`src/rtl/arb_pkg.sv`:
```
// Shared types and default sizing for the round-robin frame arbiter.
package arb_pkg;

    typedef enum logic {
        IDLE = 1'b0,
        XFER = 1'b1
    } arb_state_e;

    localparam int ARB_N_REQ     = 4;
    localparam int ARB_DATA_W    = 8;
    localparam int ARB_MAX_BEATS = 16;

endpackage

```
`src/rtl/rr_picker.sv`:
```
// Combinational round-robin picker: first set request at or above ptr, wrapping.
module rr_picker
    import arb_pkg::*;
#(
    parameter  int N_REQ = ARB_N_REQ,
    localparam int IW    = $clog2(N_REQ)
) (
    input  logic [N_REQ-1:0] i_req,
    input  logic [IW-1:0]    i_ptr,
    output logic             o_any,
    output logic [IW-1:0]    o_idx
);

    logic [N_REQ-1:0] w_rot;
    logic [IW-1:0]    w_off;

    // N_REQ is a power of two, so the IW-bit index sum wraps for free.
    genvar gi;
    generate
        for (gi = 0; gi < N_REQ; gi++) begin : g_rot
            assign w_rot[gi] = i_req[IW'(gi) + i_ptr];
        end
    endgenerate

    always_comb begin
        w_off = '0;
        for (int i = N_REQ - 1; i >= 0; i--) begin
            if (w_rot[i]) begin
                w_off = IW'(i);
            end
        end
    end

    assign o_any = |i_req;
    assign o_idx = w_off + i_ptr;

endmodule

```
`src/rtl/pkt_arbiter.sv`:
```
// Frame-locked round-robin arbiter: one source owns the shared port until last beat or beat cap.
module pkt_arbiter
    import arb_pkg::*;
#(
    parameter int N_REQ     = ARB_N_REQ,
    parameter int DATA_W    = ARB_DATA_W,
    parameter int MAX_BEATS = ARB_MAX_BEATS
) (
    input  logic                      clk,
    input  logic                      rst_n,
    input  logic [N_REQ-1:0]          req_valid,
    input  logic [N_REQ*DATA_W-1:0]   req_data,
    input  logic [N_REQ-1:0]          req_last,
    output logic [N_REQ-1:0]          req_ready,
    output logic                      out_valid,
    output logic [DATA_W-1:0]         out_data,
    output logic                      out_last,
    output logic [$clog2(N_REQ)-1:0]  out_src,
    input  logic                      out_ready,
    output logic                      busy
);

    localparam int IW = $clog2(N_REQ);
    localparam int CW = $clog2(MAX_BEATS + 1);
    localparam logic [CW-1:0] CAP_CNT = CW'(MAX_BEATS - 1);

    arb_state_e       r_state;
    logic [IW-1:0]    r_ptr;
    logic [IW-1:0]    r_gnt;
    logic [CW-1:0]    r_beat_cnt;

    logic             w_pick_any;
    logic [IW-1:0]    w_pick_idx;
    logic             w_xfer;
    logic             w_accept;
    logic [DATA_W-1:0] w_src_data [N_REQ];

    genvar gi;
    generate
        for (gi = 0; gi < N_REQ; gi++) begin : g_unpack
            assign w_src_data[gi] = req_data[gi*DATA_W +: DATA_W];
        end
    endgenerate

    rr_picker #(
        .N_REQ (N_REQ)
    ) u_picker (
        .i_req (req_valid),
        .i_ptr (r_ptr),
        .o_any (w_pick_any),
        .o_idx (w_pick_idx)
    );

    assign w_xfer    = (r_state == XFER);
    assign out_valid = w_xfer & req_valid[r_gnt];
    assign out_data  = w_xfer ? w_src_data[r_gnt] : '0;
    // A cap-forced end looks exactly like a source-driven last to the consumer.
    assign out_last  = w_xfer & (req_last[r_gnt] | (r_beat_cnt == CAP_CNT));
    assign out_src   = r_gnt;
    assign busy      = w_xfer;
    assign w_accept  = out_valid & out_ready;

    always_comb begin
        req_ready = '0;
        if (w_xfer) begin
            req_ready[r_gnt] = out_ready;
        end
    end

    always_ff @(posedge clk or negedge rst_n) begin
        if (!rst_n) begin
            r_state    <= IDLE;
            r_ptr      <= '0;
            r_gnt      <= '0;
            r_beat_cnt <= '0;
        end else begin
            case (r_state)
                IDLE: begin
                    if (w_pick_any) begin
                        r_gnt      <= w_pick_idx;
                        r_beat_cnt <= '0;
                        r_state    <= XFER;
                    end
                end
                XFER: begin
                    if (w_accept) begin
                        if (out_last) begin
                            r_ptr   <= r_gnt + IW'(1);
                            r_state <= IDLE;
                        end else begin
                            r_beat_cnt <= r_beat_cnt + CW'(1);
                        end
                    end
                end
                default: r_state <= IDLE;
            endcase
        end
    end

endmodule

```
`config.mk`:
```
export PLATFORM = sky130hd
export DESIGN_NAME = pkt_arbiter
export DESIGN_NICKNAME = d
export VERILOG_FILES = /design/src/rtl/arb_pkg.sv /design/src/rtl/rr_picker.sv /design/src/rtl/pkt_arbiter.sv
export SDC_FILE = /design/constraint.sdc
export NUM_CORES = 1
export LEC_CHECK = 0
export ABC_AREA = 1
export BUFFER_PORTS_ARGS = -buffer_cell sky130_fd_sc_hd__clkbuf_2
export CAP_MARGIN = 10
export CORE_ASPECT_RATIO = 0.6
export CORE_MARGIN = 4
export CORE_UTILIZATION = 50
export DETAILED_ROUTE_END_ITERATION = 10
export PLACE_DENSITY = 0.86
export SYNTH_ARGS = -nofsm -noshare
export SYNTH_HDL_FRONTEND = slang
export SYNTH_HIERARCHICAL = 1
export SYNTH_SLANG_ARGS = --single-unit
```
`constraint.sdc`:
```
create_clock -name clk -period 3 [get_ports clk]
set_clock_uncertainty 0.1 [all_clocks]
set_input_delay 0.15 -clock clk [delete_from_list [all_inputs] [get_ports clk]]
set_output_delay 0.15 -clock clk [all_outputs]
set_load 0.03 [all_outputs]
```
==> impl_results.md, run 1 <==
* Total of buffers placed on input and output ports at 59
* Top cells by instance count after synthesis: sky130_fd_sc_hd__nand2_1, sky130_fd_sc_hd__nor2_1, sky130_fd_sc_hd__inv_1
* Fin area at 1580 um^2
* Int Pwr at 0.000677 W
* R2r worst-path depth at 7
* Proportion of synthesized flip-flops having asynchronous set or reset at 1.00
* Least-Margin Pin Slew at 0.773 ns
* R2r setup slk at 0.78 ns
* Fraction of post-synthesis cell area in the top cell type by area at 0.203
* Number of instances resized during post-cts repair at 0
* DRC violation total after the first TritonRoute iteration at 132
* Most frequently used cell type in the post-synthesis netlist: sky130_fd_sc_hd__nand2_1
* Number of buffers created by CTS at 3
* Post-route setup slack at 0.632 ns
* Via count at 1442
* Weighted congestion at the end of routability-driven global placement at 0.893
* Cell-by-cell listing of the critical path: inv_2 > nand2_1 > nand3_1 > nand2_2 > nand2_4 > nand2_1 > inv_1 > clkbuf_2
* Setup TNS at 0 ns
* Endpoint type of the worst setup path: output port
* Average wire per standard cell at 11.5 um
* Via count of the first global-routing pass at 1129
* Buffers from clock root to sink, at most at 2
* Critical-path cell with the highest stage delay: sky130_fd_sc_hd__dfrtp_1
* Clock latency reported for the late side of the worst-skew pair at 0.24 ns
* Detail-routed via count per cell at 4.92
* Max transition margin at 0.485
* Highest clock frequency the design can meet at 0.422 GHz
* Share of total power in combinational logic at 0.718
* Post-route minimum period at 2.37 ns
* Result of the run: finished, final reports clean
* Family with the most delay on the worst path: flip-flops
* Syn. warnings at 6
* Number of enable-type register cells in the synthesized netlist at 0
* Final hold violation count at 0
* Overall routing resource usage at 0.193
* Cell types with the largest area share after synthesis: sky130_fd_sc_hd__dfrtp_1, sky130_fd_sc_hd__nand2_1, sky130_fd_sc_hd__nor2_1, sky130_fd_sc_hd__ha_1, sky130_fd_sc_hd__nand3_1
* Part of the power in registers at 0.182
* Antenna diode count at 0
* Layout Cells excl Fill at 293
* Placeable core region at 2260 um^2
* Endpoint of the lowest-slack register-to-register path: r_ptr[0]
* CTS tree: built
* Longest individual stage delay on the worst path at 0.84 ns
* Global-route wire length before repair at 5040 um
* Number of detailed-routing iterations run before antenna repair at 5
* Pleak at 0.925 nW
* Synthesized instance count at 206
* Synthesized cell area at 1230 um^2
* Initial Utilization at 0.545
* # nets final at 314
* Number of flip-flops and latches in the synthesized netlist at 10
* Clock sink count at 10
* Clk root buf: sky130_fd_sc_hd__clkbuf_8
* Fraction of the core area covered by cells at the end of the flow at 0.699
* Setup slack at placement at 0.803 ns
* Clock-pin slew on the worst setup and hold paths at 0.05 ns
* Area growth from synthesis to layout at 28.2%
* Die boundary height at 46.5 um
* Sort of element at the start of the critical path: flip-flop
* P_sw at 0.00103 W
* Cell repeated most along the worst path: sky130_fd_sc_hd__nand2_1
* Peak supply drop at 0.574 mV
* Buffer count from post-CTS setup fixing at 0
* Synthesized Nets at 256
* Most used flip-flop cell after synthesis: sky130_fd_sc_hd__dfrtp_1
* Cell variety after synth at 25
* Clock share of power at 0.100
* Proportion of total power due to net switching at 0.602
* IO Pins at 60
* Critical R2R Launch: out_src[0]
* Number of failing setup endpoints in the final timing report at 0
* Number of buffers and inverters on the critical path at 3
* Endpoint required time on the critical path at 2.75 ns
* Max capacitance violation total at 0
* Layout cell share with drive strength beyond 1 at 0.316
* Hold buffers post-CTS at 1
* Highest net fanout along the worst path at 25
* Count of placed standard cells including taps at 288
* Arrival @ worst endpoint at 2.12 ns
* Largest area contributor in the synthesized netlist: sky130_fd_sc_hd__dfrtp_1
* DP HPWL at 2680 um
* Total length of routed wires at 3380 um
* Maximum number of pins on one net before global-route repair at 26
* Post-synthesis sequential area ratio at 0.203
* Unrepaired setup endpoints after global routing: no
* Overflow after GRT at 0
* Site Rows at 13
* Clock H-tree levels at 1
* Max Transition Viols Final at 0
* Die W at 72.1 um
* Average cell area after synthesis at 5.98 um^2
* Share of the cycle needed by the critical path after routing at 0.789
* Worst hold-check path type: in2async
* Post-placement cell area at 1520 um^2
* Worst setup path class: reg2out
* Antenna violations before repair at 0
* Count of antenna-violating nets left after detailed routing at 0
* PwrDens at 1080 nW/um^2
* Die area at 3350 um^2
* Post-route DRC violation count at 0
layer usage:
| layer | global-route usage | vias up | wire [um] |
|---|---|---|---|
| met4 | 0.0337 | 0 | 11 |
| met2 | 0.297 | 41 | 1470 |
| met3 | 0.0370 | 2 | 230 |
| li1 | - | 761 | - |
| met1 | 0.284 | 638 | 1660 |
| met5 | 0 | - | 0 |
placed cells by master (no fill, tap or decap), drive strengths merged:
master       Yosys  routed
clkinv           1       1
nand3           18      18
nand4            1       1
ha               7       7
clkbuf           2      63
o21ai           17      17
xor2             3       3
dfrtp           10      10
dlygate4sd3      0       1
inv             23      23
a21oi           13      13
nor2            40      40
nand2           64      64
nand3b           2       2
flip-flops by register name, indices dropped and copies added, names as in the netlist:
signal and count:
r_beat_cnt 5, out_src 2, r_ptr 2, busy 1
layout make-up:
type / instances / area (um^2)
clock buffers: 4 / 55.1
multi-input cells: 165 / 835
well taps: 30 / 37.5
inverters: 24 / 97.6
fillers: 211 / 681
repair buffers: 60 / 305
flip-flops and latches: 10 / 250
worst reg2reg max path, delay by kind of cell (launching register included):
| family | cells | cell delay, ns |
|---|---|---|
| flip-flops | 1 | 0.84 |
| AND/OR/NAND/NOR | 4 | 0.43 |
| AO/OA/AOI/OAI | 2 | 0.37 |
| buffers and inverters | 1 | 0.34 |
cell families after synthesis:
group,count (synthesis),synth area share
fa+ha+maj,7,0.0711
compound gates,30,0.131
simple gates,125,0.454
buf+inv,31,0.120
xor+xnor,3,0.0213
flops,10,0.203
through the flow:
stage	hold WS (ns)	total power (W)
2_1_floorplan	-0.246	0.00127
3_3_place_gp	-0.0710	0.00150
3_5_place_dp	-0.0720	0.00153
4_1_cts	0.207	0.00170
5_1_grt	0.219	0.00186
6_report	0.197	0.00170
power groups by stage:
stage	sequential, W	clock, W	combinational [W]
final	0.000310	0.000170	0.00122
after detailed placement	0.000309	0	0.00122
after global placement	0.000308	0	0.00119
after CTS	0.000307	0.000173	0.00122
after global routing	0.000322	0.000185	0.00135
after floorplan	0.000267	0	0.000998
worst max path at each step:
stage | depth (start not counted) | slack, ns | endpoint | start
5_1_grt | 8 | 0.44 | out_last | out_src[0]
3_5_place_dp | 7 | 0.80 | r_ptr[0] | out_src[0]
6_report | 8 | 0.63 | out_last | out_src[0]
2_1_floorplan | 6 | 1.07 | req_ready[2] | out_src[0]
4_1_cts | 8 | 0.67 | out_last | out_src[0]
3_3_place_gp | 7 | 0.86 | r_ptr[0] | out_src[0]
No activity file was read; power rests on OpenSTA's default activity.
==> inputs of run 2 (changes only) <==
--- a/config.mk
+++ b/config.mk
@@ -10,9 +10,9 @@
 export CAP_MARGIN = 10
 export CORE_ASPECT_RATIO = 0.6
 export CORE_MARGIN = 4
-export CORE_UTILIZATION = 50
+export CORE_UTILIZATION = 42
 export DETAILED_ROUTE_END_ITERATION = 10
-export PLACE_DENSITY = 0.86
+export PLACE_DENSITY = 0.77
 export SYNTH_ARGS = -nofsm -noshare
 export SYNTH_HDL_FRONTEND = slang
 export SYNTH_HIERARCHICAL = 1
==> constraint.sdc (replaced) <==
create_clock -name clk -period 2 [get_ports clk]
set_clock_uncertainty 0.1 [all_clocks]
set_input_delay 0.1 -clock clk [delete_from_list [all_inputs] [get_ports clk]]
set_output_delay 0.1 -clock clk [all_outputs]
set_load 0.03 [all_outputs]
==> run 2 against run 1 <==
Against the previous run: combinational power up 80%; register-to-register slack got worse by 0.76 ns; total power increased by 66%; global-route usage fell by 1.8 points; die area up 16%; via count grew 0.49%; critical path depth grew 6; clock-buffer cell count unchanged; largest cell class unchanged; first-iteration DRC count down 66%; routed wire length increased by 4.6%.
==> impl_results.md, run 2 (synthesized netlist as in run 1, its figures left out) <==
* Area growth from synthesis to layout at 41.2%
* Arrival @ worst endpoint at 1.99 ns
* Post-route setup slack at 0.0177 ns
* Die area at 3890 um^2
* Total of buffers placed on input and output ports at 59
* Average wire per standard cell at 11.3 um
* Global-route wire length before repair at 5590 um
* Detail-routed via count per cell at 4.63
* Highest clock frequency the design can meet at 0.504 GHz
* Share of the cycle needed by the critical path after routing at 0.991
* Layout cell share with drive strength beyond 1 at 0.407
* Clock H-tree levels at 1
* Weighted congestion at the end of routability-driven global placement at 0.896
* Clock sink count at 10
* Endpoint type of the worst setup path: flip-flop
* Via count of the first global-routing pass at 1205
* # nets final at 324
* Antenna violations before repair at 0
* Worst setup path class: reg2reg
* Largest register FFs at 5
* Maximum number of pins on one net before global-route repair at 24
* IO Pins at 60
* Number of detailed-routing iterations run before antenna repair at 4
* Overall routing resource usage at 0.175
* Result of the run: finished, final reports clean
* Buffers from clock root to sink, at most at 2
* DP HPWL at 2730 um
* Count of antenna-violating nets left after detailed routing at 0
* Worst hold-check path type: in2async
* Total length of routed wires at 3530 um
* Setup slack at placement at -0.0398 ns
* Sort of element at the start of the critical path: flip-flop
* Leading cell types in the layout, fill and taps excluded: sky130_fd_sc_hd__clkbuf_2, sky130_fd_sc_hd__nand2_1, sky130_fd_sc_hd__nor2_1
* Post-placement cell area at 1590 um^2
* Endpoint required time on the critical path at 2.01 ns
* Max transition margin at 0.763
* Site Rows at 14
* Multi-input combinational cell area at 891 um^2
* Number of failing setup endpoints in the final timing report at 0
* FF+latch area at 254 um^2
* Max Transition Viols Final at 0
* Clock latency reported for the late side of the worst-skew pair at 0.24 ns
* Layout filler cell count at 240
* Die boundary height at 50.0 um
* Pleak at 0.990 nW
* Fin area at 1740 um^2
* Max capacitance violation total at 0
* Unrepaired setup endpoints after global routing: yes
* Via count at 1449
* Number of buffers created by CTS at 3
* Die W at 77.9 um
* Most common cell after layout, fill and taps aside: sky130_fd_sc_hd__clkbuf_2
* PwrDens at 1620 nW/um^2
* Worst Hold Margin at 0.162 ns
* Antenna diode count at 0
* Post-route minimum period at 1.98 ns
* Clock-pin slew on the worst setup and hold paths at 0.05 ns
* DRC violation total after the first TritonRoute iteration at 45
* Peak supply drop at 0.805 mV
* Final total power at 0.00283 W
* Placeable core region at 2650 um^2
* Clk root buf: sky130_fd_sc_hd__clkbuf_8
* Reg with most FFs: r_beat_cnt
* CTS tree: built
* Post-route DRC violation count at 0
* Highest net fanout along the worst path at 5
* Overflow after GRT at 0
* Least-Margin Pin Slew at 0.355 ns
* Final hold violation count at 0
* Initial Utilization at 0.466
-- run 2: cell type report --
| type | count | share of cell area |
|---|---|---|
| Sequential cell | 10 | 0.146 |
| Timing Repair Buffer | 70 | 0.223 |
| Multi-Input combinational cell | 165 | 0.512 |
| Inverter | 24 | 0.0590 |
| Clock buffer | 4 | 0.0316 |
| Tap cell | 40 | 0.0288 |
-- run 2: per-layer routing --
metal  share of wire  GRT usage
met1            0.52      0.272
met5               0          0
met4          0.0076     0.0320
met2            0.41      0.239
met3           0.059     0.0455
-- run 2: stage by stage --
step / utilization / std cells / TNS [ns]
6_report: 0.658 / 313 / 0
5_1_grt: 0.658 / 313 / -0.115
4_1_cts: 0.625 / 311 / 0
3_5_place_dp: 0.600 / 306 / -0.0398
3_3_place_gp: 0.600 / 306 / 0
2_1_floorplan: - / 206 / 0
-- run 2: report_power, final --
| group | total, W | internal [W] | switching (W) |
|---|---|---|---|
| Clock | 0.000258 | 0.000174 | 0.0000849 |
| Sequential | 0.000383 | 0.000275 | 0.000107 |
| Combinational | 0.00219 | 0.000740 | 0.00145 |
-- run 2: worst paths after layout --
kind	start	end	slack, ns	depth (start not counted)
hold / removal	rst_n	r_beat_cnt[2]	0.16	2
setup reg to reg	r_ptr[0]	out_src[1]	0.02	14
max in group asynchronous	rst_n	out_src[0]	1.41	2
hold reg to reg	r_beat_cnt[4]	r_beat_cnt[4]	0.40	2
setup / recovery	r_ptr[0]	out_src[1]	0.02	14
min in group clk	req_last[0]	r_ptr[1]	0.31	7
-- run 2: worst max-delay path: stages, from the launching register on --
cell and delay (ns):
sky130_fd_sc_hd__dfrtp_2 0.44, sky130_fd_sc_hd__buf_6 0.16, sky130_fd_sc_hd__nand2_4 0.05, sky130_fd_sc_hd__nand2_2 0.06
sky130_fd_sc_hd__nand2_2 0.05, sky130_fd_sc_hd__nand2_2 0.07, sky130_fd_sc_hd__nand3_2 0.07, sky130_fd_sc_hd__a21oi_2 0.14
sky130_fd_sc_hd__ha_2 0.18, sky130_fd_sc_hd__xor2_1 0.18, sky130_fd_sc_hd__inv_1 0.07, sky130_fd_sc_hd__nand3_1 0.07
sky130_fd_sc_hd__nand2_1 0.06, sky130_fd_sc_hd__nor2_1 0.10, sky130_fd_sc_hd__a21oi_1 0.05
-- run 2: what timing repair did --
action / in CTS / in global routing
hold buffers: 1 / 0
endpoints found under the setup margin: 1 / 4
setup buffers: 0 / 2
resized for setup: 1 / 28
pin swaps: 0 / 12
endpoints found under the hold margin: 10 / 0
